[config.mk]
export PLATFORM = sky130hd
export DESIGN_NAME = pw_entry_sequencer
export DESIGN_NICKNAME = d
export VERILOG_FILES = /design/src/rtl/pw_entry_sequencer.sv
export SDC_FILE = /design/constraint.sdc
export NUM_CORES = 1
export LEC_CHECK = 0
export BUFFER_PORTS_ARGS = -buffer_cell sky130_fd_sc_hd__clkbuf_2
export CORE_UTILIZATION = 25
export CTS_BUF_LIST = sky130_fd_sc_hd__clkbuf_2 sky130_fd_sc_hd__clkbuf_4 sky130_fd_sc_hd__clkbuf_8
export DETAILED_ROUTE_END_ITERATION = 10
export PLACE_DENSITY_LB_ADDON = 0.25
export SYNTH_ARGS = -nofsm -noshare
export SYNTH_HDL_FRONTEND = slang
export SYNTH_SLANG_ARGS = --single-unit
[constraint.sdc]
create_clock -name clk -period 5.3 [get_ports clk]
set_clock_uncertainty 0.05 [all_clocks]
set_input_delay 0.53 -clock clk [delete_from_list [all_inputs] [get_ports clk]]
set_output_delay 0.53 -clock clk [all_outputs]
set_load 0.01 [all_outputs]
[src/rtl/pw_entry_sequencer.sv]
// Password lock front end: collects keypad digits, compares them with the stored password,
// handles re-programming after a good entry, inactivity timeout and failure lockout.
module pw_entry_sequencer #(
   parameter int                          DIGITS      = 4,
   parameter int                          DIGIT_W     = 4,
   parameter logic [DIGITS*DIGIT_W-1:0]   DEFAULT_PW  = 16'h1234,
   parameter int                          TIMEOUT_CYC = 1000,
   parameter int                          MAX_FAIL    = 3,
   parameter int                          LOCKOUT_CYC = 5000,
   localparam int                         PW_W        = DIGITS*DIGIT_W,
   localparam int                         FC_W        = $clog2(MAX_FAIL+1),
   localparam int                         DC_W        = $clog2(DIGITS+1),
   localparam int                         TM_W        = $clog2(TIMEOUT_CYC+1),
   localparam int                         LK_W        = $clog2(LOCKOUT_CYC+1)
) (
   input  logic               clk,
   input  logic               rst,
   input  logic               key_valid,
   input  logic [DIGIT_W-1:0] key_code,
   output logic               key_ready,
   input  logic               key_clear,
   input  logic               prog_en,
   output logic               equal,
   output logic               result_valid,
   output logic               timeout,
   output logic               prog_done,
   output logic               locked,
   output logic [FC_W-1:0]    fail_cnt,
   output logic [DC_W-1:0]    digit_cnt
);

   typedef enum logic [2:0] {IDLE, COLLECT, PROG, COMPARE, RESULT, LOCKOUT} state_t;

   state_t                  state, state_n;
   logic [PW_W-1:0]         stored_pw, entry, entry_shift;
   logic [PW_W+DIGIT_W-1:0] entry_cat;
   logic [TM_W-1:0]         idle_tmr;
   logic [LK_W-1:0]         lock_tmr;
   logic                    auth;
   logic                    hs, last_digit, in_entry;
   logic                    do_shift, do_commit, do_tmo, do_abort;

   assign key_ready    = (state == IDLE) || (state == COLLECT) || (state == PROG);
   assign in_entry     = (state == COLLECT) || (state == PROG);
   assign hs           = key_valid & key_ready;
   assign result_valid = (state == RESULT);
   assign locked       = (state == LOCKOUT);
   // first-entered digit ends up in the MS position after DIGITS shifts
   assign entry_cat    = {entry, key_code};
   assign entry_shift  = entry_cat[PW_W-1:0];
   assign last_digit   = (state == IDLE) ? (DIGITS == 1) : (digit_cnt == DC_W'(DIGITS-1));

   always_ff @(posedge clk or posedge rst) begin
      if (rst) state <= IDLE;
      else     state <= state_n;
   end

   always_comb begin
      state_n   = state;
      do_shift  = 1'b0;
      do_commit = 1'b0;
      do_tmo    = 1'b0;
      do_abort  = 1'b0;
      case (state)
         IDLE: begin
            if (hs) begin
               do_shift = 1'b1;
               if (last_digit) begin
                  if (prog_en && auth) do_commit = 1'b1;
                  else                 state_n   = COMPARE;
               end else begin
                  state_n = (prog_en && auth) ? PROG : COLLECT;
               end
            end
         end
         COLLECT, PROG: begin
            // clear beats a handshake; a handshake beats the timeout
            if (key_clear) begin
               do_abort = 1'b1;
               state_n  = IDLE;
            end else if (hs) begin
               do_shift = 1'b1;
               if (last_digit) begin
                  if (state == PROG) begin
                     do_commit = 1'b1;
                     state_n   = IDLE;
                  end else begin
                     state_n = COMPARE;
                  end
               end
            end else if (idle_tmr == TM_W'(TIMEOUT_CYC-1)) begin
               do_tmo  = 1'b1;
               state_n = IDLE;
            end
         end
         COMPARE: state_n = RESULT;
         RESULT:  state_n = (!equal && (int'(fail_cnt) + 1 >= MAX_FAIL)) ? LOCKOUT : IDLE;
         LOCKOUT: if (lock_tmr == LK_W'(LOCKOUT_CYC-1)) state_n = IDLE;
         default: state_n = IDLE;
      endcase
   end

   always_ff @(posedge clk or posedge rst) begin
      if (rst) begin
         stored_pw <= DEFAULT_PW;
         entry     <= '0;
         auth      <= 1'b0;
         equal     <= 1'b0;
         timeout   <= 1'b0;
         prog_done <= 1'b0;
         fail_cnt  <= '0;
         digit_cnt <= '0;
         idle_tmr  <= '0;
         lock_tmr  <= '0;
      end else begin
         timeout   <= do_tmo;
         prog_done <= do_commit;
         if (do_shift)  entry     <= entry_shift;
         if (do_commit) stored_pw <= entry_shift;

         if (do_abort || do_tmo || do_commit || state == COMPARE)
            digit_cnt <= '0;
         else if (do_shift && digit_cnt != DC_W'(DIGITS))
            digit_cnt <= digit_cnt + DC_W'(1);

         if (hs || !in_entry)                   idle_tmr <= '0;
         else if (idle_tmr != TM_W'(TIMEOUT_CYC)) idle_tmr <= idle_tmr + TM_W'(1);

         if (state == LOCKOUT) lock_tmr <= lock_tmr + LK_W'(1);
         else                  lock_tmr <= '0;

         if (state == COMPARE) equal <= (entry == stored_pw);

         if (state == RESULT)          auth <= equal;
         else if (do_commit || do_tmo) auth <= 1'b0;

         if (state == RESULT) begin
            if (equal)                          fail_cnt <= '0;
            else if (fail_cnt != FC_W'(MAX_FAIL)) fail_cnt <= fail_cnt + FC_W'(1);
         end else if (do_commit || (state == LOCKOUT && state_n == IDLE)) begin
            fail_cnt <= '0;
         end
      end
   end

endmodule

==> metrics.yaml <==
timing:
  finalMaxSlewViolations: 0
  report.final.setup_viol: 0
  tns_ns: 0
  worst_pin_slew_ns: 0.851
  min_period_ns: 2.37
  timing.final.hold_violations: 0
  rsz0062_at_grt: "no"
  relSlewSlack: 0.433
  fmax_mhz: 423
  fin_crit_sh: 0.446
pwr:
  p_total_mw: 1.78
  cellPowerDensity_nw_per_um2: 476
  peakVddDrop_v: 0.000121
  p_leak_nw: 1.63
logic_synthesis:
  async_flop_share: 1.00
  synth_seq_cells: 67
  avgSynthCellArea_um2: 11.7
  synthCells: 277
  ys_seq_area_frac: 0.517
  synth_edf_count: 0
  synthDistinctLibCells: 41
  synthFlopType: "dfrtp_1"
  yosysWarnings: 0
  synth_nets: 293
  syn_area_um2: 3250
clocking:
  htreeDepth: 3
  holdBufCountCts: 0
  cts-root-buf: "clkbuf_8"
  path_clk_slew_ns: 0.08
  cts_tree: "done"
  numCtsBuffers: 9
  clock_latency_ns: 0.35
  cts_resized: 0
  clockBufferDepth: 2
  cts_sinks: 67
  cts_setup_buffers: 0
drt:
  vias: 2029
  drt_first_iter_violations: 127
  via_per_inst: 4.25
  antenna_left: 0
  routed_wl_um: 6120
  firstDrtPassIters: 4
  wl_per_cell_um: 12.8
  route.detailed.drc: 0
floorplanning:
  die_y_um: 116
  dieArea_um2: 13500
  start_util: 0.257
  die_w_um: 116
  core_area_um2: 12700
  num_io_pins: 20
  rows: 41
placed_design:
  io_buffers: 19
  gp_congestion: 0.710
  hpwl_um: 4100
critical_path:
  start_kind: "flip-flop"
  path_buf_inv: 2
  worst_ep_arrival_time_ns: 1.79
  critPathKind: "reg2out"
  end_kind: "output pin"
  cp_max_fo: 14
  path_cells: "nor2b_1, nand2_1, inv_1, clkbuf_2"
  critical_path.top_delay_family: "flip-flops"
  crit_slowest_cell: "dfrtp_1"
  max_stage_delay_ns: 0.58
  worstPathRequired_ns: 4.72
finish:
  final_cell_mix: "dfrtp_1 (62), mux2_2 (25), nor2_1 (24)"
  fillers: 1328
  mostFrequentLayoutCell: "dfrtp_1"
  nets: 316
  antenna_cells: 0
  areaGrowthSynthToFinish_pct: 14.9
  drive_gt1_frac: 0.256
job:
  maxCapViolCount: 0
hold_path:
  hold_class: "in2async"
global_routing:
  grt_max_degree: 68
  track_usage: 0.100
  gr-total-overflow: 0
  grt_pass1_vias: 2030
  grt_pass1_wl_um: 10200
  antenna_found_initial: 0
run_status:
  status: "finished, final reports clean"
final timing paths:
path	slack, ns	start	to	cells after the start
min in group clk	0.37	key_code[3]	entry[3]	2
worst max-delay path	2.93	state[2]	locked	4
worst min-delay path	0.37	rst	entry[8]	3
worst max register to register	3.02	digit_cnt[0]	fail_cnt[0]	6
worst min register to register	0.47	stored_pw[3]	stored_pw[3]	1
max in group asynchronous	4.29	rst	digit_cnt[2]	3
stage by stage:
stage	worst slack, ns	hold slack (ns)	area, µm²	cells	utilization
after floorplan	3.05	0.426	3250	277	-
after global placement	3.06	0.457	3510	461	0.277
after detailed placement	3.04	0.464	3510	461	0.277
after CTS	2.89	0.362	3740	477	0.295
after global routing	2.75	0.367	3740	477	0.295
final	2.93	0.371	3740	477	0.295
cell usage after synthesis, types with 3 or more instances:
| cell | n | share of area |
|---|---|---|
| inv_1 | 11 | 0.013 |
| mux2_4 | 8 | 0.037 |
| nand2b_1 | 5 | 0.0096 |
| and3_1 | 4 | 0.0077 |
| a21oi_1 | 7 | 0.011 |
| xor2_1 | 21 | 0.057 |
| clkbuf_1 | 3 | 0.0035 |
| ha_1 | 7 | 0.027 |
| xnor2_1 | 14 | 0.038 |
| o31ai_1 | 3 | 0.0069 |
| o21ai_0 | 4 | 0.0062 |
| dfrtp_1 | 62 | 0.48 |
| nor2b_1 | 4 | 0.0077 |
| nand4_1 | 4 | 0.0077 |
| nor4_1 | 9 | 0.017 |
| or3_1 | 6 | 0.012 |
| dfstp_2 | 5 | 0.040 |
| nor2_1 | 24 | 0.028 |
| buf_6 | 3 | 0.010 |
| nand2_1 | 12 | 0.014 |
| nand3_1 | 9 | 0.014 |
| mux2_2 | 25 | 0.087 |
| nor3_1 | 4 | 0.0062 |
report_power, final:
group / total [mW] / leakage, nW / internal [mW] / switching, mW
Sequential: 0.814 / 0.869 / 0.663 / 0.151
Clock: 0.482 / 0.108 / 0.277 / 0.204
Combinational: 0.485 / 0.651 / 0.261 / 0.224
tightest hold or removal path: cells and delay by family:
family	cells	cell delay (ns)
buf+inv	3	0.77
logic make-up after synthesis:
kind of cell | after synthesis | synth area share
buffers and inverters | 19 | 0.0312
xor gates and xnor gates | 35 | 0.0942
muxes | 35 | 0.130
AOI/OAI and AO/OA | 23 | 0.0492
adders and majority gates | 8 | 0.0300
DFF | 67 | 0.517
and+or+nand+nor | 90 | 0.148
registers in the layout (all words and copies together), names as in the netlist:
name	flops
entry	16
stored_pw	16
lock_tmr	13
idle_tmr	10
digit_cnt	3
state	3
fail_cnt	2
auth	1
equal	1
prog_done	1
timeout	1
area by class of cell:
cell class / count / area (µm²) / share of cell area
Clock buffer: 10 / 138 / 0.0368
Tap cell: 172 / 215 / 0.0576
Multi-Input combinational cell: 191 / 1470 / 0.393
Sequential cell: 67 / 1680 / 0.450
Inverter: 11 / 41.3 / 0.0110
Timing Repair Buffer: 20 / 103 / 0.0275
Clock inverter: 6 / 88.8 / 0.0238
routing by layer:
metal  GRT usage  part of all wire  routed length, µm
met1       0.134              0.50               3090
met2       0.146              0.44               2690
met3      0.0397             0.041                249
met4      0.0359             0.015                 94
met5           0                 0                  0
Note: power is estimated with default switching activity, not from simulation.
